===== config.mk =====
export PLATFORM = sky130hd
export DESIGN_NAME = sva_result_collector
export DESIGN_NICKNAME = d
export VERILOG_FILES = /design/src/rtl/sva_result_collector.sv
export SDC_FILE = /design/constraint.sdc
export NUM_CORES = 1
export LEC_CHECK = 0
export ABC_AREA = 1
export CAP_MARGIN = 10
export CELL_PAD_IN_SITES_DETAIL_PLACEMENT = 1
export CELL_PAD_IN_SITES_GLOBAL_PLACEMENT = 1
export CORE_MARGIN = 2
export CORE_UTILIZATION = 36
export CTS_CLUSTER_SIZE = 14
export DETAILED_ROUTE_END_ITERATION = 8
export PLACE_DENSITY = 0.78
export SYNTH_ARGS = -nofsm -noshare
export SYNTH_HDL_FRONTEND = slang
export SYNTH_SLANG_ARGS = --single-unit

===== constraint.sdc =====
create_clock -name sys_clk -period 1.9 [get_ports sys_clk]
set_clock_uncertainty 0.05 [all_clocks]
set_input_delay 0.38 -clock sys_clk [delete_from_list [all_inputs] [get_ports sys_clk]]
set_output_delay 0.38 -clock sys_clk [all_outputs]
set_load 0.02 [all_outputs]

===== src/rtl/sva_result_collector.sv =====
`default_nettype none
// ============================================================================
// Module      : sva_result_collector
// Description : Collects per-evaluation succ / fail / lazy_succ pulses from
//               the SVA evaluator. Keeps saturating per-kind counters, a
//               sticky overall verdict, and a first-word-fall-through FIFO of
//               non-empty events stamped with the gclk period index.
// Revision    : 1.0 - initial release
// ============================================================================
module sva_result_collector #(
    parameter int CNT_W      = 16,
    parameter int PERIOD_W   = 16,
    parameter int FIFO_DEPTH = 8
) (
    input  logic                          sys_clk,
    input  logic                          sys_rst_n,
    input  logic                          clr,
    input  logic                          gclk_posedge,
    input  logic                          succ,
    input  logic                          fail,
    input  logic                          lazy_succ,
    output logic [CNT_W-1:0]              succ_cnt,
    output logic [CNT_W-1:0]              fail_cnt,
    output logic [CNT_W-1:0]              lazy_cnt,
    output logic [1:0]                    verdict,
    output logic                          evt_valid,
    input  logic                          evt_ready,
    output logic [3+PERIOD_W-1:0]         evt_data,
    output logic [$clog2(FIFO_DEPTH):0]   fifo_level,
    output logic                          overflow
);

    localparam int AW = $clog2(FIFO_DEPTH);
    localparam int LW = AW + 1;
    localparam int DW = 3 + PERIOD_W;

    localparam logic [CNT_W-1:0]    C_CNT_MAX  = {CNT_W{1'b1}};
    localparam logic [CNT_W-1:0]    C_CNT_ONE  = {{(CNT_W-1){1'b0}}, 1'b1};
    localparam logic [PERIOD_W-1:0] C_PER_ONE  = {{(PERIOD_W-1){1'b0}}, 1'b1};
    localparam logic [AW-1:0]       C_PTR_ONE  = {{(AW-1){1'b0}}, 1'b1};
    localparam logic [LW-1:0]       C_LVL_ONE  = {{(LW-1){1'b0}}, 1'b1};
    localparam logic [LW-1:0]       C_LVL_FULL = LW'(FIFO_DEPTH);

    typedef enum logic [1:0] {
        V_NONE    = 2'b00,
        V_PASS    = 2'b01,
        V_FAIL    = 2'b10,
        V_ILLEGAL = 2'b11
    } verdict_t;

    // Event mask: bit0 succ, bit1 lazy_succ, bit2 fail (matches evt_data order)
    logic [2:0]           w_mask;
    logic                 w_push;
    logic                 w_pop;
    logic                 w_full;
    logic                 w_wr_en;
    logic [DW-1:0]        w_entry;
    logic [3*CNT_W-1:0]   w_cnt_all;

    logic [PERIOD_W-1:0]  r_period;
    logic [DW-1:0]        r_mem [FIFO_DEPTH];
    logic [AW-1:0]        r_wptr;
    logic [AW-1:0]        r_rptr;
    logic [LW-1:0]        r_level;
    logic                 r_overflow;
    verdict_t             r_state;
    verdict_t             w_state_nxt;

    assign w_mask  = {fail, lazy_succ, succ};
    assign w_push  = |w_mask;
    assign w_full  = (r_level == C_LVL_FULL);
    assign w_pop   = evt_valid && evt_ready;
    // A full FIFO still accepts a push when the head leaves in the same cycle
    assign w_wr_en = w_push && (!w_full || w_pop);
    // Stamp with the period value before this cycle's increment
    assign w_entry = {w_mask, r_period};

    // gclk period index, wraps naturally at 2^PERIOD_W
    always_ff @(posedge sys_clk or negedge sys_rst_n) begin
        if (!sys_rst_n) begin
            r_period <= '0;
        end else if (clr) begin
            r_period <= '0;
        end else if (gclk_posedge) begin
            r_period <= r_period + C_PER_ONE;
        end
    end

    // One saturating counter per event kind
    for (genvar gi = 0; gi < 3; gi++) begin : g_cnt
        logic [CNT_W-1:0] r_cnt;

        // Count the pulse, holding at all-ones
        always_ff @(posedge sys_clk or negedge sys_rst_n) begin
            if (!sys_rst_n) begin
                r_cnt <= '0;
            end else if (clr) begin
                r_cnt <= '0;
            end else if (w_mask[gi] && (r_cnt != C_CNT_MAX)) begin
                r_cnt <= r_cnt + C_CNT_ONE;
            end
        end

        assign w_cnt_all[gi*CNT_W +: CNT_W] = r_cnt;
    end

    assign succ_cnt = w_cnt_all[0*CNT_W +: CNT_W];
    assign lazy_cnt = w_cnt_all[1*CNT_W +: CNT_W];
    assign fail_cnt = w_cnt_all[2*CNT_W +: CNT_W];

    // Event storage; contents are only meaningful below r_level so no reset
    always_ff @(posedge sys_clk) begin
        if (w_wr_en && !clr) begin
            r_mem[r_wptr] <= w_entry;
        end
    end

    // Read/write pointers and occupancy; clr discards any same-cycle pop
    always_ff @(posedge sys_clk or negedge sys_rst_n) begin
        if (!sys_rst_n) begin
            r_wptr  <= '0;
            r_rptr  <= '0;
            r_level <= '0;
        end else if (clr) begin
            r_wptr  <= '0;
            r_rptr  <= '0;
            r_level <= '0;
        end else begin
            if (w_wr_en) begin
                r_wptr <= r_wptr + C_PTR_ONE;
            end
            if (w_pop) begin
                r_rptr <= r_rptr + C_PTR_ONE;
            end
            if (w_wr_en && !w_pop) begin
                r_level <= r_level + C_LVL_ONE;
            end else if (!w_wr_en && w_pop) begin
                r_level <= r_level - C_LVL_ONE;
            end
        end
    end

    // Sticky flag for an event lost to a full FIFO
    always_ff @(posedge sys_clk or negedge sys_rst_n) begin
        if (!sys_rst_n) begin
            r_overflow <= 1'b0;
        end else if (clr) begin
            r_overflow <= 1'b0;
        end else if (w_push && w_full && !w_pop) begin
            r_overflow <= 1'b1;
        end
    end

    // Verdict state register
    always_ff @(posedge sys_clk or negedge sys_rst_n) begin
        if (!sys_rst_n) begin
            r_state <= V_NONE;
        end else if (clr) begin
            r_state <= V_NONE;
        end else begin
            r_state <= w_state_nxt;
        end
    end

    // Verdict next state: any fail dominates, FAIL is absorbing
    always_comb begin
        w_state_nxt = r_state;
        case (r_state)
            V_NONE: begin
                if (fail) begin
                    w_state_nxt = V_FAIL;
                end else if (succ || lazy_succ) begin
                    w_state_nxt = V_PASS;
                end
            end
            V_PASS: begin
                if (fail) begin
                    w_state_nxt = V_FAIL;
                end
            end
            V_FAIL:  w_state_nxt = V_FAIL;
            default: w_state_nxt = V_NONE;
        endcase
    end

    assign verdict    = r_state;
    assign evt_valid  = (r_level != '0);
    // Head is presented directly (fall-through); zero when empty
    assign evt_data   = evt_valid ? r_mem[r_rptr] : '0;
    assign fifo_level = r_level;
    assign overflow   = r_overflow;

endmodule
`default_nettype wire

==> summary.md, run 1 <==
| Metric | Value |
|---|---|
| Main area contributors after synthesis | edfxtp_1 43%, dfrtp_1 18%, nand2_1 7.7% |
| Crit Path Max Fanout | 11 |
| Fmax | 0.390 GHz |
| Layout cell share with drive strength beyond 1 | 19.6% |
| Initial antenna violation count | 1 |
| Routed Antenna Nets | 0 |
| Sequential element share of the synthesized area | 61.1% |
| First-pass GRT wire length | 49900 um |
| Core Util, Final | 49.2% |
| Post-Syn Area | 10600 um^2 |
| Die Wd | 176 um |
| Hold/Removal Path Class | in2async |
| Clk sinks | 229 |
| Post-synthesis cell type count | 34 |
| # nets final | 1297 |
| Drt first pass iters | 6 |
| Die H | around 180 um |
| Grt met1 use | 25.2% |
| RSZ-0062 raised after global routing | true |
| Post-Synth XOR/XNOR Area | 2.39% |
| Setup ws final | -0.667 ns |
| Yosys top cell by area | edfxtp_1 |
| Largest net degree at the start of global routing | 46 |
| Violated checks | setup timing |
| Most used routing layer | met2 |
| Async set-reset flop share out of synthesis | 33.6% |
| Synth warn | 0 |
| Internal cell power | 11.4 mW |
| Adder-cell share of the synthesized area | between 1 and 1.5% |
| Most frequent cell after synthesis | nand2_1 |
| Final period util | 135% |
| Met2 usage | 36.7% |
| Combinational family with the most area after synthesis | simple AND/OR/NAND/NOR gates |
| Starting Density | 36.8% |
| Vias per Instance | between 5 and 6 |
| Power Density | 1180 nW/um^2 |
| H-tree depth | 1 |
| Switch Pwr | 5.39 mW |
| Post-synthesis simple-gate area fraction | 20.8% |
| Non-Filler Instances | 1681 |
| Std-Cell Rows | just over 60 |
| Sequential share of power | roughly a third |
| Gate power share | 32.6% |
| Synth Flop Type | edfxtp_1 |
| Final Max Tran Viols | 0 |
| Synth-to-layout area growth | 33.6% |
| Number of flops mapped to enable cells by yosys | 152 |
| Clock tree from TritonCTS | done |
| Fillcell total | 3235 |
| Ports | 83 |
| DR WL/cell | 20.3 um |
| Mapped Avg Cell Area | 9.74 um^2 |
| DRT Wirelength | about 34000 um |
| Worst skew pair latency | between 0.5 and 0.6 ns |
| Maximum vdd drop | 0.637 mV |
| Critical Path AT | 2.14 ns |
| Leakage power | 5.79 nW |
| Remaining Overflow, GRT | 0 |
| Register bit total from synthesis | 229 |
| Starting DRC count in detailed routing | 601 |
| Fin crit period | 2.57 ns |
| Clock power frac | 33.0% |
| Port bufs | 82 |
| Hold Vio Cnt, Final | 0 |
| Status | finished, violations left |
| Compound-Gate Fraction of Synth Area | roughly 8.5% |
| Post-synth top area share | 43.0% |
| Vias | 8783 |
| Residual DRC | 0 |
| CTS buffer count | 25 |
| Worst slew margin | around 64% |
| # setup viols final | 78 |
| Post-synth top cells | 218 x nand2_1, 213 x nor2_1, 152 x edfxtp_1 |
| Startpoint types | flip-flop |
| Fraction of synthesized area in multiplexers | 1.79% |
| Met3 Use GR | ~3.8% |
| Root buf cell | clkbuf_16 |
| Routability cong. | between 0.7 and 0.8 |
| Crit path kind | reg2out |
| Clock buffer depth | 3 |
| Via count of the first global-routing pass | a little over 9k |
| Syn_nets | 1111 |
| Worst Setup End Kind | primary output |
| Worst EP required | 1.47 ns |
| Placed insts | 1605 |
| Post-detail-place hpwl | 20600 um |
| Total Die Area | 30900 um^2 |
| Max cap viols | 0 |
| Worst-margin pin slew | ~0.54 ns |
| Post-synthesis instance total | roughly 1.1k |
| Worst-path clk slew | 0.06 ns |
| Tot GR Track Use | 20.5% |
| Switching Fraction | 32.2% |
| Core area | 28900 um^2 |
per-layer routing:
metal / share of wire [%] / vias up
met3: 4.7 / 65
li1: - / 4088
met4: 3.4 / 0
met1: 40 / 4405
met2: 51 / 225
met5: 0 / -
critical path: stages, from the launching register on:
cell     delay [ns]
dfrtp_2        0.48
buf_8          0.17
buf_4          0.14
nor2_2         0.11
nor2_1         0.06
o21ai_0        0.09
o21ai_1        0.11
o21ai_1        0.20
nor2_2         0.09
buf_6          0.14
power groups by stage:
| stage | clock (mW) | sequential [mW] | combinational, mW |
|---|---|---|---|
| floorplan | 0 | 5.88 | 2.26 |
| global placement | 0 | 5.81 | 4.29 |
| detailed placement | 0 | 5.84 | 4.43 |
| CTS | 5.59 | 5.75 | 4.92 |
| global route | 5.79 | 5.80 | 5.85 |
| finish | 5.52 | 5.77 | 5.45 |
sequential cells by signal, summed over array words and instances, names as in the netlist:
signal	flops
verdict	2
r_wptr	3
fail_cnt	16
succ_cnt	16
r_period	16
r_mem	152
overflow	1
fifo_level	4
r_rptr	3
lazy_cnt	16
worst paths after layout:
check	from	to	slack [ns]	cells after the start
setup / recovery	r_rptr[0]$_DFFE_PN0P_	evt_data[15]	-0.67	9
hold / removal	sys_rst_n	lazy_cnt[10]$_DFFE_PN0P_	0.27	2
setup reg to reg	fifo_level[1]$_DFFE_PN0P_	fifo_level[3]$_DFFE_PN0P_	-0.14	13
hold reg to reg	overflow$_DFFE_PN0P_	overflow$_DFFE_PN0P_	0.50	2
max in group asynchronous	sys_rst_n	succ_cnt[9]$_DFFE_PN0P_	1.03	3
min in group sys_clk	clr	r_wptr[1]$_DFFE_PN0P_	0.28	6
metrics by stage:
step | TNS (ns) | setup slack [ns] | area, um^2 | hold WS [ns] | total power, mW
after detailed placement | -76.64 | -0.498 | 12600 | 0.306 | 10.3
after global placement | -61.48 | -0.399 | 12600 | 0.304 | 10.1
after floorplan | -15.80 | -0.110 | 10700 | 0.0344 | 8.14
final | -12.73 | -0.667 | 14200 | 0.272 | 16.8
after global routing | -24.34 | -0.758 | 14200 | 0.289 | 17.4
after CTS | -10.67 | -0.557 | 13700 | 0.250 | 16.3
cell type report:
type | count | area (um^2) | area share [%]
sequential | 229 | 6500 | 45.8
multi-input combinational | 761 | 3940 | 27.7
clock inverter | 19 | 294 | 2.07
clock buffer | 27 | 633 | 4.46
timing repair buffer | 200 | 2120 | 15.0
antenna | 1 | 2.50 | 0.0176
tap | 384 | 480 | 3.38
inverter | 60 | 228 | 1.60
cell usage in the layout, fill, tap and decap left out, drive strengths merged, types with 4 or more instances in the layout:
cell           count
buf              130
clkinv             9
inv               61
clkbuf            35
nand4             24
clkdlybuf4s50      5
xor2              27
edfxtp           152
nor3              11
nand2            221
mux2i             19
a21oi             17
nand3             49
o21bai             4
nor2             223
bufinv             7
dfrtp             77
o21ai            128
o22ai             19
dlygate4sd2       53
ha                11
cell families (layout without fill, tap and decap cells):
logic type,after synthesis,count (layout)
simple gates,530,530
flops,229,229
fa+ha+maj,12,12
mux,19,19
compound gates,171,171
buf+inv,101,306
other cells,0,1
xor+xnor,29,29
what timing repair did:
item                                    in CTS  in global routing
gates cloned                                 2                 12
resized for setup                          216                 65
buffers inserted                             6                 10
endpoints found under the setup margin      77                205
pin swaps                                   15                 21
endpoints found under the hold margin       27                  0
hold buffers                                 1                  0
Note: power is estimated with default switching activity, not from simulation.
==> inputs of run 2 (changes only) <==
--- a/config.mk
+++ b/config.mk
@@ -10,10 +10,12 @@
 export CELL_PAD_IN_SITES_DETAIL_PLACEMENT = 1
 export CELL_PAD_IN_SITES_GLOBAL_PLACEMENT = 1
 export CORE_MARGIN = 2
-export CORE_UTILIZATION = 36
+export CORE_UTILIZATION = 43
+export CTS_BUF_LIST = sky130_fd_sc_hd__clkbuf_8
 export CTS_CLUSTER_SIZE = 14
 export DETAILED_ROUTE_END_ITERATION = 8
-export PLACE_DENSITY = 0.78
+export PLACE_DENSITY = 0.89
+export SETUP_SLACK_MARGIN = 0.3
 export SYNTH_ARGS = -nofsm -noshare
 export SYNTH_HDL_FRONTEND = slang
 export SYNTH_SLANG_ARGS = --single-unit
==> run 2 against run 1 <==
The run still ends with setup timing left; critical path type unchanged; worst hold slack improved by 0.044 ns; routed wire length rose by 27%; critical path depth fell by 1; first-iteration DRC count rose by 50%; count of clock-buffer cells in the layout rose by 13; maximum frequency fell by 1.5%; via count rose by 15%; core utilization rose by 14 points; clock power fell by 23%.
==> summary.md, run 2 (synthesized netlist as in run 1, its figures left out) <==
| Metric | Value |
|---|---|
| Internal cell power | 10.5 mW (-7.9%) |
| Clock power frac | 26.1% (-6.9 points) |
| Die H | 161 um (-8.3%) |
| Starting Density | 43.7% (+6.9 points) |
| Worst EP required | 1.47 ns (about the same) |
| Tot GR Track Use | 28.3% (+7.8 points) |
| Worst path max stage delay | 0.43 ns (-0.05 ns) |
| Top reg by flops | r_mem |
| Total Die Area | 26000 um^2 (-16%) |
| Final Max Tran Viols | 0 (unchanged) |
| Largest net degree at the start of global routing | 78 (+70%) |
| Core area | 24300 um^2 (-16%) |
| Fillcell total | 2631 (-19%) |
| Worst Setup End Kind | primary output |
| Non-Filler Instances | 1721 (+2.4%) |
| Crit Path Max Fanout | 5 (-6) |
| Startpoint types | flip-flop |
| Vias | 10.1k (+15%) |
| Clk sinks | 229 (unchanged) |
| Antenna diode instance count | 0 (-1) |
| Synth-to-layout area growth | 43.5% |
| Max cap viols | 0 (unchanged) |
| Starting DRC count in detailed routing | 900 (+50%) |
| Root buf cell | clkbuf_8 |
| Die Wd | 161 um (-8.3%) |
| Post-detail-place hpwl | 21300 um (+3.5%) |
| Crit-path slowest cell | dfrtp_2 |
| # nets final | 1389 (+7.1%) |
| Vias per Instance | 5.88 (+12%) |
| Residual DRC | 0 (unchanged) |
| Placed insts | 1530 (-4.7%) |
| Worst-path clk slew | 0.08 ns (+0.02 ns) |
| Most common cell after layout, fill and taps aside | nand2_1 |
| Critical Path AT | 2.18 ns (+0.04 ns) |
| First-pass GRT wire length | 56800 um (+14%) |
| Gate power share | 38.2% (+5.6 points) |
| Ports | 83 (unchanged) |
| Setup ws final | -0.707 ns (-0.0396 ns) |
| DRT Wirelength | 43500 um (+27%) |
| Switch Pwr | 5.83 mW (+8.2%) |
| Final period util | 137% (+2.1 points) |
| Worst skew pair latency | 0.56 ns (about the same) |
| Clock tree from TritonCTS | done |
| Port bufs | 82 (unchanged) |
| Remaining Overflow, GRT | 0 (unchanged) |
| DR WL/cell | 25.3 um (+24%) |
| Drt first pass iters | 5 (-1) |
| R2R Setup Slk | -0.23 ns (-0.09 ns) |
| Routed Antenna Nets | 0 (unchanged) |
| Power Density | 1070 nW/um^2 (-9.5%) |
| Status | finished, violations left |
| Fmax | 0.384 GHz (-1.5%) |
| Switching Fraction | 35.8% (+3.6 points) |
| CP Buf/Inv Count | 4 (+1) |
| Layout cell share with drive strength beyond 1 | 39.1% (+19 points) |
| H-tree depth | 2 (+1) |
| Top Family by Delay on Critical Path | buffers and inverters |
| Max FFs per register | 152 (unchanged) |
| Worst Setup SP | r_rptr[0]$_DFFE_PN0P_ |
| Leakage power | 6.33 nW (+9.4%) |
| Worst-margin pin slew | 0.485 ns (-0.0584 ns) |
| Fin crit period | 2.61 ns (+0.0396 ns) |
| Initial antenna violation count | 0 (-1) |
| # setup viols final | 176 (+130%) |
| Worst slew margin | 67.7% (+3.9 points) |
| Crit path kind | reg2out |
| Core Util, Final | 62.7% (+14 points) |
| Clock buffer depth | 3 (unchanged) |
| Hold path start | clr |
| RSZ-0062 raised after global routing | true |
| Maximum vdd drop | 0.614 mV (-3.8%) |
| Crit-path cells | buf_12 -> buf_12 -> buf_16 -> mux2i_4 -> o22ai_4 -> nor2_2 -> nor2_2 -> buf_6 |
| Hold Vio Cnt, Final | 0 (unchanged) |
| RR Startpoint | fifo_level[0]$_DFFE_PN0P_ |
| Sequential share of power | 35.7% (+1.2 points) |
| CTS buffer count | 39 (+56%) |
| Violated checks | setup timing |
| Via count of the first global-routing pass | 10.1k (+9.0%) |
| Hold/Removal Path Class | in2reg |
| Most frequent cells in the layout | 167 x nand2_1, 152 x nor2_1, 152 x edfxtp_1 |
| Std-Cell Rows | 57 (-8.1%) |
| Routability cong. | 0.857 (+8.3%) |
run 2: metal layers:
metal | vias to the layer above | share of wire, % | track usage, %
met5 | - | 0 | 0
met4 | 0 | 4.8 | 10.3
met3 | 161 | 6.1 | 3.85
met2 | 520 | 52 | 51.3
met1 | 5152 | 37 | 34.5
li1 | 4280 | - | -
run 2: power by group through the flow:
| stage | registers [mW] | logic (mW) | clock network [mW] |
|---|---|---|---|
| 3_5_place_dp | 5.87 | 4.57 | 0 |
| 4_1_cts | 5.78 | 5.32 | 4.17 |
| 5_1_grt | 5.83 | 6.57 | 4.46 |
| 2_1_floorplan | 5.89 | 2.63 | 0 |
| 3_3_place_gp | 5.83 | 4.32 | 0 |
| 6_report | 5.82 | 6.22 | 4.25 |
run 2: worst paths after layout:
check / cells after the start / end
worst max-delay path: 8 / evt_data[7]
worst min-delay path: 3 / overflow$_DFFE_PN0P_
worst max register to register: 11 / r_mem[6][9]$_DFFE_PP_
worst min register to register: 2 / lazy_cnt[5]$_DFFE_PN0P_
max in group asynchronous: 3 / lazy_cnt[6]$_DFFE_PN0P_
min in group asynchronous: 3 / lazy_cnt[14]$_DFFE_PN0P_
run 2: metrics by stage:
stage | area [um^2] | setup slack [ns] | hold WS (ns) | setup TNS (ns) | power, mW
after floorplan | 10900 | 0.110 | 0.0344 | 0 | 8.52
after global placement | 12600 | -0.432 | 0.399 | -56.42 | 10.2
after detailed placement | 12600 | -0.464 | 0.398 | -70.04 | 10.4
after CTS | 14100 | -0.602 | 0.276 | -10.50 | 15.3
after global routing | 15300 | -0.747 | 0.367 | -45.24 | 16.9
final | 15300 | -0.707 | 0.316 | -34.48 | 16.3
run 2: repair_timing:
action / 4_1_cts / 5_1_grt
endpoints found under the hold margin: 77 / 0
hold buffers: 1 / 0
resized for setup: 485 / 200
pin swaps: 63 / 82
endpoints found under the setup margin: 281 / 268
buffers inserted: 56 / 48
cloned: 9 / 8
run 2: area by class of cell:
| cell class | instances | area, um^2 | share of cell area (%) |
|---|---|---|---|
| Timing Repair inverter | 1 | 8.76 | 0.0574 |
| Inverter | 60 | 243 | 1.59 |
| Clock buffer | 40 | 551 | 3.61 |
| Tap cell | 324 | 405 | 2.66 |
| Timing Repair Buffer | 277 | 2870 | 18.8 |
| Multi-Input combinational cell | 761 | 4480 | 29.4 |
| Clock inverter | 29 | 148 | 0.968 |
| Sequential cell | 229 | 6550 | 42.9 |
run 2: worst reg2reg max path: cells and delay by family, from the launching register on:
family                 cells  cell delay [ns]
DFF                        1             0.40
buffers and inverters      6             0.79
and+or+nand+nor            5             0.60
==> inputs of run 3 (changes only) <==
--- a/config.mk
+++ b/config.mk
@@ -19,3 +19,4 @@
 export SYNTH_ARGS = -nofsm -noshare
 export SYNTH_HDL_FRONTEND = slang
 export SYNTH_SLANG_ARGS = --single-unit
+export TNS_END_PERCENT = 20
==> run 3 against run 2 <==
Highest routed layer is now met5; sequential power down 0.9%; the flow still finishes with violations (setup timing); final cell count is 2.6% lower; via count down 6.8%; largest cell class unchanged; worst setup slack gained 0.054 ns; count of clock-buffer cells in the layout rose by 4; power decreased by 2.8%; maximum frequency up 2.1%; combinational power decreased by 7.7%.
==> summary.md, run 3 (synthesized netlist as in run 1, its figures left out) <==
| Metric | Value |
|---|---|
| DRT Wirelength | 38200 um (-12%) |
| Worst skew pair latency | 0.54 ns (-0.02 ns) |
| Synth-to-layout area growth | 40.6% |
| Worst slew margin | 60.3% (-7.3 points) |
| Setup TNS | -11.59 ns (+22.89 ns) |
| Core area | 24300 um^2 (unchanged) |
| Startpoint types | flip-flop |
| Total Die Area | 26000 um^2 (unchanged) |
| Clk sinks | 229 (unchanged) |
| Fillcell total | 2611 (-0.76%) |
| Power Density | 1060 nW/um^2 (-0.71%) |
| Layout cell share with drive strength beyond 1 | 38.5% (-0.62 points) |
| Final period util | 134% (-2.8 points) |
| Crit-path slowest cell | dfrtp_2 |
| Ports | 83 (unchanged) |
| Std-Cell Rows | 57 (unchanged) |
| Routability cong. | 0.853 (-0.47%) |
| DR WL/cell | 22.8 um (-9.7%) |
| Drt first pass iters | 5 (unchanged) |
| RSZ-0062 raised after global routing | true |
| First-pass GRT wire length | 53100 um (-6.5%) |
| Port bufs | 82 (unchanged) |
| Setup ws final | -0.653 ns (+0.0537 ns) |
| Worst-margin pin slew | 0.595 ns (+0.110 ns) |
| Starting Density | 43.7% (unchanged) |
| Antenna diode instance count | 0 (unchanged) |
| CTS buffer count | 39 (unchanged) |
| Vias per Instance | 5.63 (-4.3%) |
| Final non-filler cell area | 14900 um^2 (-2.1%) |
| Top Family by Delay on Critical Path | buffers and inverters |
| Largest net degree at the start of global routing | 46 (-41%) |
| Clock tree from TritonCTS | done |
| Initial antenna violation count | 1 (+1) |
| Leakage power | 6.02 nW (-4.9%) |
| Clock buffer depth | 3 (unchanged) |
| Top reg by flops | r_mem |
| Root buf cell | clkbuf_8 |
| Hold/Removal Path Class | in2async |
| Tot GR Track Use | 26.1% (-2.2 points) |
| Maximum vdd drop | 0.634 mV (+3.4%) |
| # setup viols final | 37 (-79%) |
| Crit-path cells | buf_12 -> buf_12 -> buf_6 -> buf_6 -> nor2_4 -> nor2_2 -> o21ai_1 -> o21ai_1 -> o21ai_1 -> nor2_2 -> buf_6 |
| Most frequent cells in the layout | 152 x edfxtp_1, 150 x nand2_1, 145 x nor2_1 |
| Crit path kind | reg2out |
| Worst Setup End Kind | primary output |
| Starting DRC count in detailed routing | 659 (-27%) |
| Remaining Overflow, GRT | 0 (unchanged) |
| Most common cell after layout, fill and taps aside | edfxtp_1 |
| Max cap viols | 0 (unchanged) |
| FF/Latch Area | 6550 um^2 (about the same) |
| Final Power | 15.8 mW (-2.8%) |
| Fmax | 0.392 GHz (+2.1%) |
| Max FFs per register | 152 (unchanged) |
| H-tree depth | 2 (unchanged) |
| Fin crit period | 2.55 ns (-0.0537 ns) |
| Multi-input logic area | 4550 um^2 (+1.5%) |
| CP Buf/Inv Count | 5 (+1) |
| Routed Antenna Nets | 0 (unchanged) |
| Worst EP required | 1.47 ns (about the same) |
| Via count of the first global-routing pass | 9846 (-2.8%) |
| Worst-path clk slew | 0.06 ns (-0.02 ns) |
| Violated checks | setup timing |
| # nets final | 1342 (-3.4%) |
| Post-DP Area | 12700 um^2 (+0.61%) |
| Worst path max stage delay | 0.42 ns (about the same) |
| Post-detail-place hpwl | 21700 um (+2.1%) |
| Die Wd | 161 um (unchanged) |
| Status | finished, violations left |
| Residual DRC | 0 (unchanged) |
| Crit Path Max Fanout | 8 (+3) |
| Hold Vio Cnt, Final | 0 (unchanged) |
| Critical Path AT | 2.12 ns (-0.06 ns) |
| Die H | 161 um (unchanged) |
| Vias | 9429 (-6.8%) |
| Final Max Tran Viols | 0 (unchanged) |
==> run 3: cell types whose count changed in the layout (fill, tap and decap cells not counted), sizes merged <==
cell | before | now
clkinv | 7 | 10
buf | 263 | 219
bufbuf | 1 | 0
clkbuf | 47 | 49
clkinvlp | 1 | 0
inv | 81 | 77
==> run 3: area by class of cell <==
type	instances	share of cell area [%]
repair inverters	1	0.109
flip-flops and latches	229	43.8
repair buffers	230	16.2
clock buffers	44	4.05
multi-input cells	761	30.4
clock inverters	27	0.947
inverters	60	1.69
well taps	324	2.71
==> run 3: where the power goes <==
group          switching (mW)  internal (mW)
sequential              0.169           5.60
clock                    2.07           2.27
combinational            3.25           2.49
==> run 3: per-layer routing <==
metal	up-vias	GRT usage (%)	wire length [um]
met3	102	4.13	2080
met2	368	47.2	20400
met5	-	0	13
li1	4196	-	-
met4	2	9.62	1220
met1	4761	31.5	14500
==> run 3: per-stage QoR <==
stage | hold WS, ns | setup slack, ns | utilization [%] | std cells
after global placement | 0.329 | -0.380 | 52.3 | 1547
after detailed placement | 0.331 | -0.479 | 52.3 | 1547
after floorplan | 0.0344 | 0.110 | - | 1091
after CTS | 0.294 | -0.716 | 56.9 | 1649
after global routing | 0.338 | -0.747 | 61.4 | 1676
final | 0.294 | -0.653 | 61.4 | 1676
==> run 3: worst paths after layout <==
kind / start / slack, ns / end / depth (start not counted)
hold reg to reg: overflow$_DFFE_PN0P_ / 0.50 / overflow$_DFFE_PN0P_ / 2
hold / removal: sys_rst_n / 0.29 / lazy_cnt[11]$_DFFE_PN0P_ / 2
setup reg to reg: fifo_level[3]$_DFFE_PN0P_ / -0.05 / r_mem[2][13]$_DFFE_PP_ / 8
min in group sys_clk: clr / 0.33 / overflow$_DFFE_PN0P_ / 3
setup / recovery: r_rptr[0]$_DFFE_PN0P_ / -0.65 / evt_data[3] / 11
max in group asynchronous: sys_rst_n / 0.94 / fifo_level[3]$_DFFE_PN0P_ / 3
==> run 3: repair_timing <==
item,4_1_cts,5_1_grt
buffers inserted,30,21
cloned,0,6
hold buffers,1,0
resized for setup,466,300
endpoints found under the hold margin,31,0
setup endpoints to repair,284,266
pin swaps,70,117
==> edit 1: new RTL, settings of run 3 <==
Reset style: synchronous (`sys_rst_n`), changed in 5 clocked blocks.
--- a/src/rtl/sva_result_collector.sv
+++ b/src/rtl/sva_result_collector.sv
@@ -76,7 +76,7 @@
     assign w_entry = {w_mask, r_period};
 
     // gclk period index, wraps naturally at 2^PERIOD_W
-    always_ff @(posedge sys_clk or negedge sys_rst_n) begin
+    always_ff @(posedge sys_clk) begin
         if (!sys_rst_n) begin
             r_period <= '0;
         end else if (clr) begin
@@ -91,7 +91,7 @@
         logic [CNT_W-1:0] r_cnt;
 
         // Count the pulse, holding at all-ones
-        always_ff @(posedge sys_clk or negedge sys_rst_n) begin
+        always_ff @(posedge sys_clk) begin
             if (!sys_rst_n) begin
                 r_cnt <= '0;
             end else if (clr) begin
@@ -116,7 +116,7 @@
     end
 
     // Read/write pointers and occupancy; clr discards any same-cycle pop
-    always_ff @(posedge sys_clk or negedge sys_rst_n) begin
+    always_ff @(posedge sys_clk) begin
         if (!sys_rst_n) begin
             r_wptr  <= '0;
             r_rptr  <= '0;
@@ -141,7 +141,7 @@
     end
 
     // Sticky flag for an event lost to a full FIFO
-    always_ff @(posedge sys_clk or negedge sys_rst_n) begin
+    always_ff @(posedge sys_clk) begin
         if (!sys_rst_n) begin
             r_overflow <= 1'b0;
         end else if (clr) begin
@@ -152,7 +152,7 @@
     end
 
     // Verdict state register
-    always_ff @(posedge sys_clk or negedge sys_rst_n) begin
+    always_ff @(posedge sys_clk) begin
         if (!sys_rst_n) begin
             r_state <= V_NONE;
         end else if (clr) begin
Formal check against the unedited RTL: differs if sys_rst_n is asserted again (counterexample within 4 cycles, from zero or initial values and one cycle with sys_rst_n low); with sys_rst_n held inactive, the same outputs for 4 cycles.
==> edit 1 against run 3 <==
The run still ends with setup timing left; design area is 4.2% lower; sequential share of layout area is 0.12 points lower; sequential cell count is 3 higher; routed wire length hardly changed; total power is 18% lower; setup slack better by 0.052 ns; area after synthesis is 3.2% lower; die area is 3.1% lower; sequential power is 4.2% lower; critical path type unchanged; critical endpoint is now evt_data[1]; largest power group unchanged; highest routed layer is now met4.
==> edit 1: results (changes against run 3) <==
| Metric | Value |
|---|---|
| Worst Reg-to-Reg Cells | 11 (+3) |
| Share of layout cells above drive strength 1 | 35.3% (-3.2 points) |
| Crit path max-delay family | compound AO/OA/AOI/OAI gates |
| Hpwl dp | 21000 um (-3.4%) |
| 1st-iter DRT viols | 615 (-6.7%) |
| Hold depth | 2 |
| Initial antenna violation count | 0 (-1) |
| Synth Net Count | 1134 (+2.1%) |
| DR vias/cell | 5.66 (+0.63%) |
| Fin Hold WS | 0.428 ns (+0.135 ns) |
| Reg-to-reg endpoint | fifo_level[1]$_SDFFE_PP0P_ |
| Seq/Total Area, Yosys | 59.9% (-1.1 points) |
| Synth cell count leaders | nor2_1 (269), nand2_1 (176), edfxtp_1 (152) |
| Min-Delay Path Class | flop to flop |
| HP Start | r_rptr[1]$_SDFFE_PP0N_ |
| Worst Setup EP | evt_data[1] |
| Critical path fanouts, max | 18 (+10) |
| R2R Setup Slk | -0.34 ns (-0.29 ns) |
| Kind of critical path | flop to output port |
| Vias in the first global route | 9650 (-2.0%) |
| Critical R2R Launch | fifo_level[1]$_SDFFE_PP0P_ |
| GR met3 Demand/Resource | 4.19% (+0.057 points) |
| First-pass GRT wire length | 52100 um (-1.8%) |
| Largest cells by area after synthesis | edfxtp_1 (44%), dfxtp_1 (16%), nor2_1 (9.8%) |
| Relative slew margins | 61.8% (+1.5 points) |
| Crit-path max cell delay | 0.39 ns (-0.03 ns) |
| Run status | finished, violations left |
| Post-synthesis cell type count | 37 (+8.8%) |
| Synth async-reset ratio | 0% (-34 points) |
| Fillers | 2583 (-1.1%) |
| Inserted Clock Buffers | 40 (+2.6%) |
| Static Leak | 5.55 nW (-8.0%) |
| Grt met2 use | 50.8% (+3.6 points) |
| Max rail drop VDD | 410 uV (-35%) |
| Mux contribution to synthesized area | 0% (-1.8 points) |
| Worst setup margin | -0.601 ns (+0.0520 ns) |
| Pin count of the biggest net entering global routing | 43 (-6.5%) |
| Clock root cell | clkbuf_8 |
| Synth warnings | 0 (unchanged) |
| Compound-Gate Fraction of Synth Area | 10.1% (+1.6 points) |
| Setup TNS | -22.69 ns (-11.10 ns) |
| Final nets | 1338 (-0.30%) |
| DP Area | 12300 um^2 (-3.3%) |
| Gr usage total | 27.2% (+1.1 points) |
| Critical Path AT | 2.07 ns (-0.05 ns) |
| # setup viols final | 99 (+170%) |
| Failing checks | setup timing |
| Post-Synth Adder-Cell Area | 1.65% (+0.17 points) |
| Most used DFF post-synth | edfxtp_1 |
| Xor/xnor share of the synthesized area | 0.426% (-2.0 points) |
| WL per Instance | 22.9 um (+0.51%) |
| Max Used Layer | met4 |
| Metal3 WL | 1880 um (-9.6%) |
| WL met2 | 20200 um (-0.94%) |
## edit 1: changes by cell type in the layout (fill, tap and decap cells not counted), moves of 32 or more
cell            run 3  this run
dfrtp_2            45         0
dfrtp_1            32         0
buf_6              81        37
nor2_1            145       214
dfxtp_2             0        43
nand2_2            50        10
## edit 1: logic make-up after synthesis
kind of cell             count (synthesis)
flip-flops                             232
AO/OA/AOI/OAI                          191
AND/OR/NAND/NOR                        560
adder cells (fa/ha/maj)                 13
XOR/XNOR                                 5
buffers and inverters                  112
## edit 1: metrics by stage
| step | worst slack [ns] | std cells |
|---|---|---|
| finish | -0.601 | 1666 |
| global route | -0.718 | 1666 |
| CTS | -0.499 | 1643 |
| detailed placement | -0.540 | 1557 |
| global placement | -0.470 | 1557 |
| floorplan | 0.0324 | 1113 |
## edit 1: final cells by class
| class | count | area (um^2) | area share (%) |
|---|---|---|---|
| Multi-Input combinational cell | 769 | 4420 | 30.9 |
| Clock buffer | 44 | 606 | 4.23 |
| Sequential cell | 232 | 6260 | 43.7 |
| Tap cell | 319 | 399 | 2.79 |
| Inverter | 71 | 280 | 1.96 |
| Timing Repair Buffer | 203 | 2240 | 15.6 |
| Clock inverter | 28 | 115 | 0.804 |
## edit 1: tightest hold or removal path: cells and delay by family, from the launching register on
kind             cells  cell delay [ns]
AO/OA/AOI/OAI        1             0.07
AND/OR/NAND/NOR      1             0.06
flip-flops           1             0.31
## edit 1: timing repair
item                                    CTS  global route
hold buffers                              0             0
endpoints found under the setup margin  269           239
gates cloned                              9             8
setup buffers                             5            15
gates resized for setup                 483           187
pin swaps                                42           114
## edit 1: report_power, final
group	internal, mW	total [mW]	switching (mW)
clock	2.12	4.26	2.13
sequential	5.44	5.53	0.0842
combinational	1.52	3.19	1.67
total	9.09	13.0	3.88
==> edit 2: new RTL, settings of run 3 <==
Without the edit above. `PERIOD_W`: 16 -> 32.
--- a/src/rtl/sva_result_collector.sv
+++ b/src/rtl/sva_result_collector.sv
@@ -9,7 +9,7 @@
 // ============================================================================
 module sva_result_collector #(
     parameter int CNT_W      = 16,
-    parameter int PERIOD_W   = 16,
+    parameter int PERIOD_W   = 32,
     parameter int FIFO_DEPTH = 8
 ) (
     input  logic                          sys_clk,
Interface: changed (resized evt_data); port bits go from 83 to 99. The function was not compared with the original's and may differ.
==> edit 2 against run 3 <==
The run still ends with setup timing left; sequential cell count up 144; routed wire length up 110%; design area up 63%; sequential power up 65%; total power up 83%; synthesized cell count up 51%; setup slack worse by 0.50 ns; core utilization up 1.6 points; area after synthesis up 58%; non-clock buffer count up 181; clock power up 79%.
==> edit 2: results (changes against run 3) <==
| Metric | Value |
|---|---|
| Max Used Layer | met4 |
| Clock-pin transition on the worst setup and hold timing paths | 0.08 ns (+0.02 ns) |
| Seq/Total Area, Yosys | 63.9% (+2.8 points) |
| Critical path fanouts, max | 11 (+3) |
| Max rail drop VDD | 552 uV (-13%) |
| Compound-Gate Fraction of Synth Area | 8.68% (+0.18 points) |
| Metal3 WL | 7520 um (+260%) |
| Pin count of the biggest net entering global routing | 37 (-20%) |
| Failing checks | setup timing |
| Vias in the first global route | 16.4k (+66%) |
| Hpwl dp | 34300 um (+58%) |
| Post-Syn Instances | 1644 (+51%) |
| Largest cells by area after synthesis | edfxtp_1 (50%), dfrtp_1 (14%), nor2_1 (7.7%) |
| Post-Synth Adder-Cell Area | 0.938% (-0.55 points) |
| Routed WL | 81100 um (+110%) |
| Crit-path max cell delay | 0.59 ns (+0.17 ns) |
| Synth async-reset ratio | 24.9% (-8.7 points) |
| Grt met2 use | 55.7% (+8.5 points) |
| DP Cell Count | 2332 (+51%) |
| Worst Reg-to-Reg Cells | 11 (+3) |
| Port Buffers | 98 (+20%) |
| Xor/xnor share of the synthesized area | 1.36% (-1.0 points) |
| WL met2 | 39700 um (+94%) |
| Gr usage total | 31.5% (+5.4 points) |
| GP Congestion | 0.860 (+0.81%) |
| Final std cells w/o fill | 2620 (+56%) |
| Inserted Clock Buffers | 61 (+56%) |
| # setup viols final | 314 (+750%) |
| Worst-skew pair later-pin latency | 0.69 ns (+0.15 ns) |
| Slowest cell on crit path | dfrtp_4 |
| Worst setup margin | -1.16 ns (-0.504 ns) |
| Global Route met1 Usage | 35.4% (+3.9 points) |
| Crit path max-delay family | flip-flops |
| GR met3 Demand/Resource | 7.22% (+3.1 points) |
| Vias | 16.5k (+75%) |
| Fillers | 3875 (+48%) |
| Share of layout cells above drive strength 1 | 39.1% (+0.60 points) |
| Routed met1 length | 27600 um (+90%) |
| 1st-iter DRT viols | 1688 (+160%) |
| Initial core utilization | 43.5% (-0.22 points) |
| Static Leak | 9.71 nW (+61%) |
| Post-synth EDFFs | 280 (+84%) |
| Mux contribution to synthesized area | 2.09% (+0.30 points) |
| Run status | finished, violations left |
==> edit 2: cell count changes in the layout (fill, tap and decap cells not counted), moves of 16 or more <==
cell,change
buf_12,+16
buf_2,-18
buf_4,+135
buf_6,+21
clkbuf_8,+31
edfxtp_1,+128
inv_1,+21
nand2_1,+76
nand2_2,-17
nand4_1,+20
nor2_1,+106
nor2_4,+26
o21ai_1,+56
o21ai_2,+28
==> edit 2: power breakdown <==
part	switching, mW	internal, mW
Sequential	0.334	9.17
Combinational	6.53	5.15
Clock	3.92	3.86
==> edit 2: final cells by class <==
cell class / instances / area, um^2 / share of cell area [%]
Clock inverter: 40 / 234 / 0.961
Timing Repair inverter: 1 / 6.26 / 0.0257
Sequential cell: 373 / 10800 / 44.4
Clock buffer: 75 / 1030 / 4.24
Timing Repair Buffer: 411 / 4590 / 18.8
Tap cell: 518 / 648 / 2.66
Inverter: 90 / 373 / 1.53
Multi-Input combinational cell: 1112 / 6650 / 27.3
==> edit 2: cells by family (layout without fill, tap and decap cells) <==
family                     after synthesis  in the layout
and+or+nand+nor                        760            762
DFF                                    373            373
AOI/OAI and AO/OA                      277            277
buffers and inverters                  161            617
muxes                                   35             35
xor gates and xnor gates                26             26
adders and majority gates               12             12
==> edit 2: final timing paths <==
kind / start / end / slack (ns)
min in group sys_clk: overflow$_DFFE_PN0P_ / overflow$_DFFE_PN0P_ / 0.49
setup / recovery: r_rptr[0]$_DFFE_PN0P_ / evt_data[0] / -1.16
max in group asynchronous: sys_rst_n / r_period[31]$_DFFE_PN0P_ / 1.07
setup reg to reg: fifo_level[0]$_DFFE_PN0P_ / r_mem[4][22]$_DFFE_PP_ / -0.15
hold reg to reg: overflow$_DFFE_PN0P_ / overflow$_DFFE_PN0P_ / 0.49
hold / removal: sys_rst_n / lazy_cnt[15]$_DFFE_PN0P_ / 0.14
==> edit 2: what timing repair did <==
| item | 4_1_cts | 5_1_grt |
|---|---|---|
| buffers inserted | 66 | 77 |
| gates resized for setup | 651 | 331 |
| hold endpoints to repair | 93 | 0 |
| endpoints found under the setup margin | 437 | 453 |
| pin swaps | 58 | 117 |
| hold buffers | 1 | 0 |
| gates cloned | 15 | 14 |
==> edit 2: stage by stage <==
stage / hold WS, ns / worst slack (ns) / area (um^2) / total power [mW] / TNS (ns)
finish: 0.138 / -1.16 / 24300 / 29.0 / -52.95
global route: 0.146 / -1.17 / 24300 / 29.6 / -72.29
CTS: 0.110 / -0.943 / 22200 / 26.2 / -31.75
detailed placement: 0.282 / -0.615 / 19700 / 17.3 / -142.72
global placement: 0.282 / -0.528 / 19700 / 16.8 / -134.26
floorplan: 0.0344 / -0.0846 / 16900 / 13.5 / -18.94
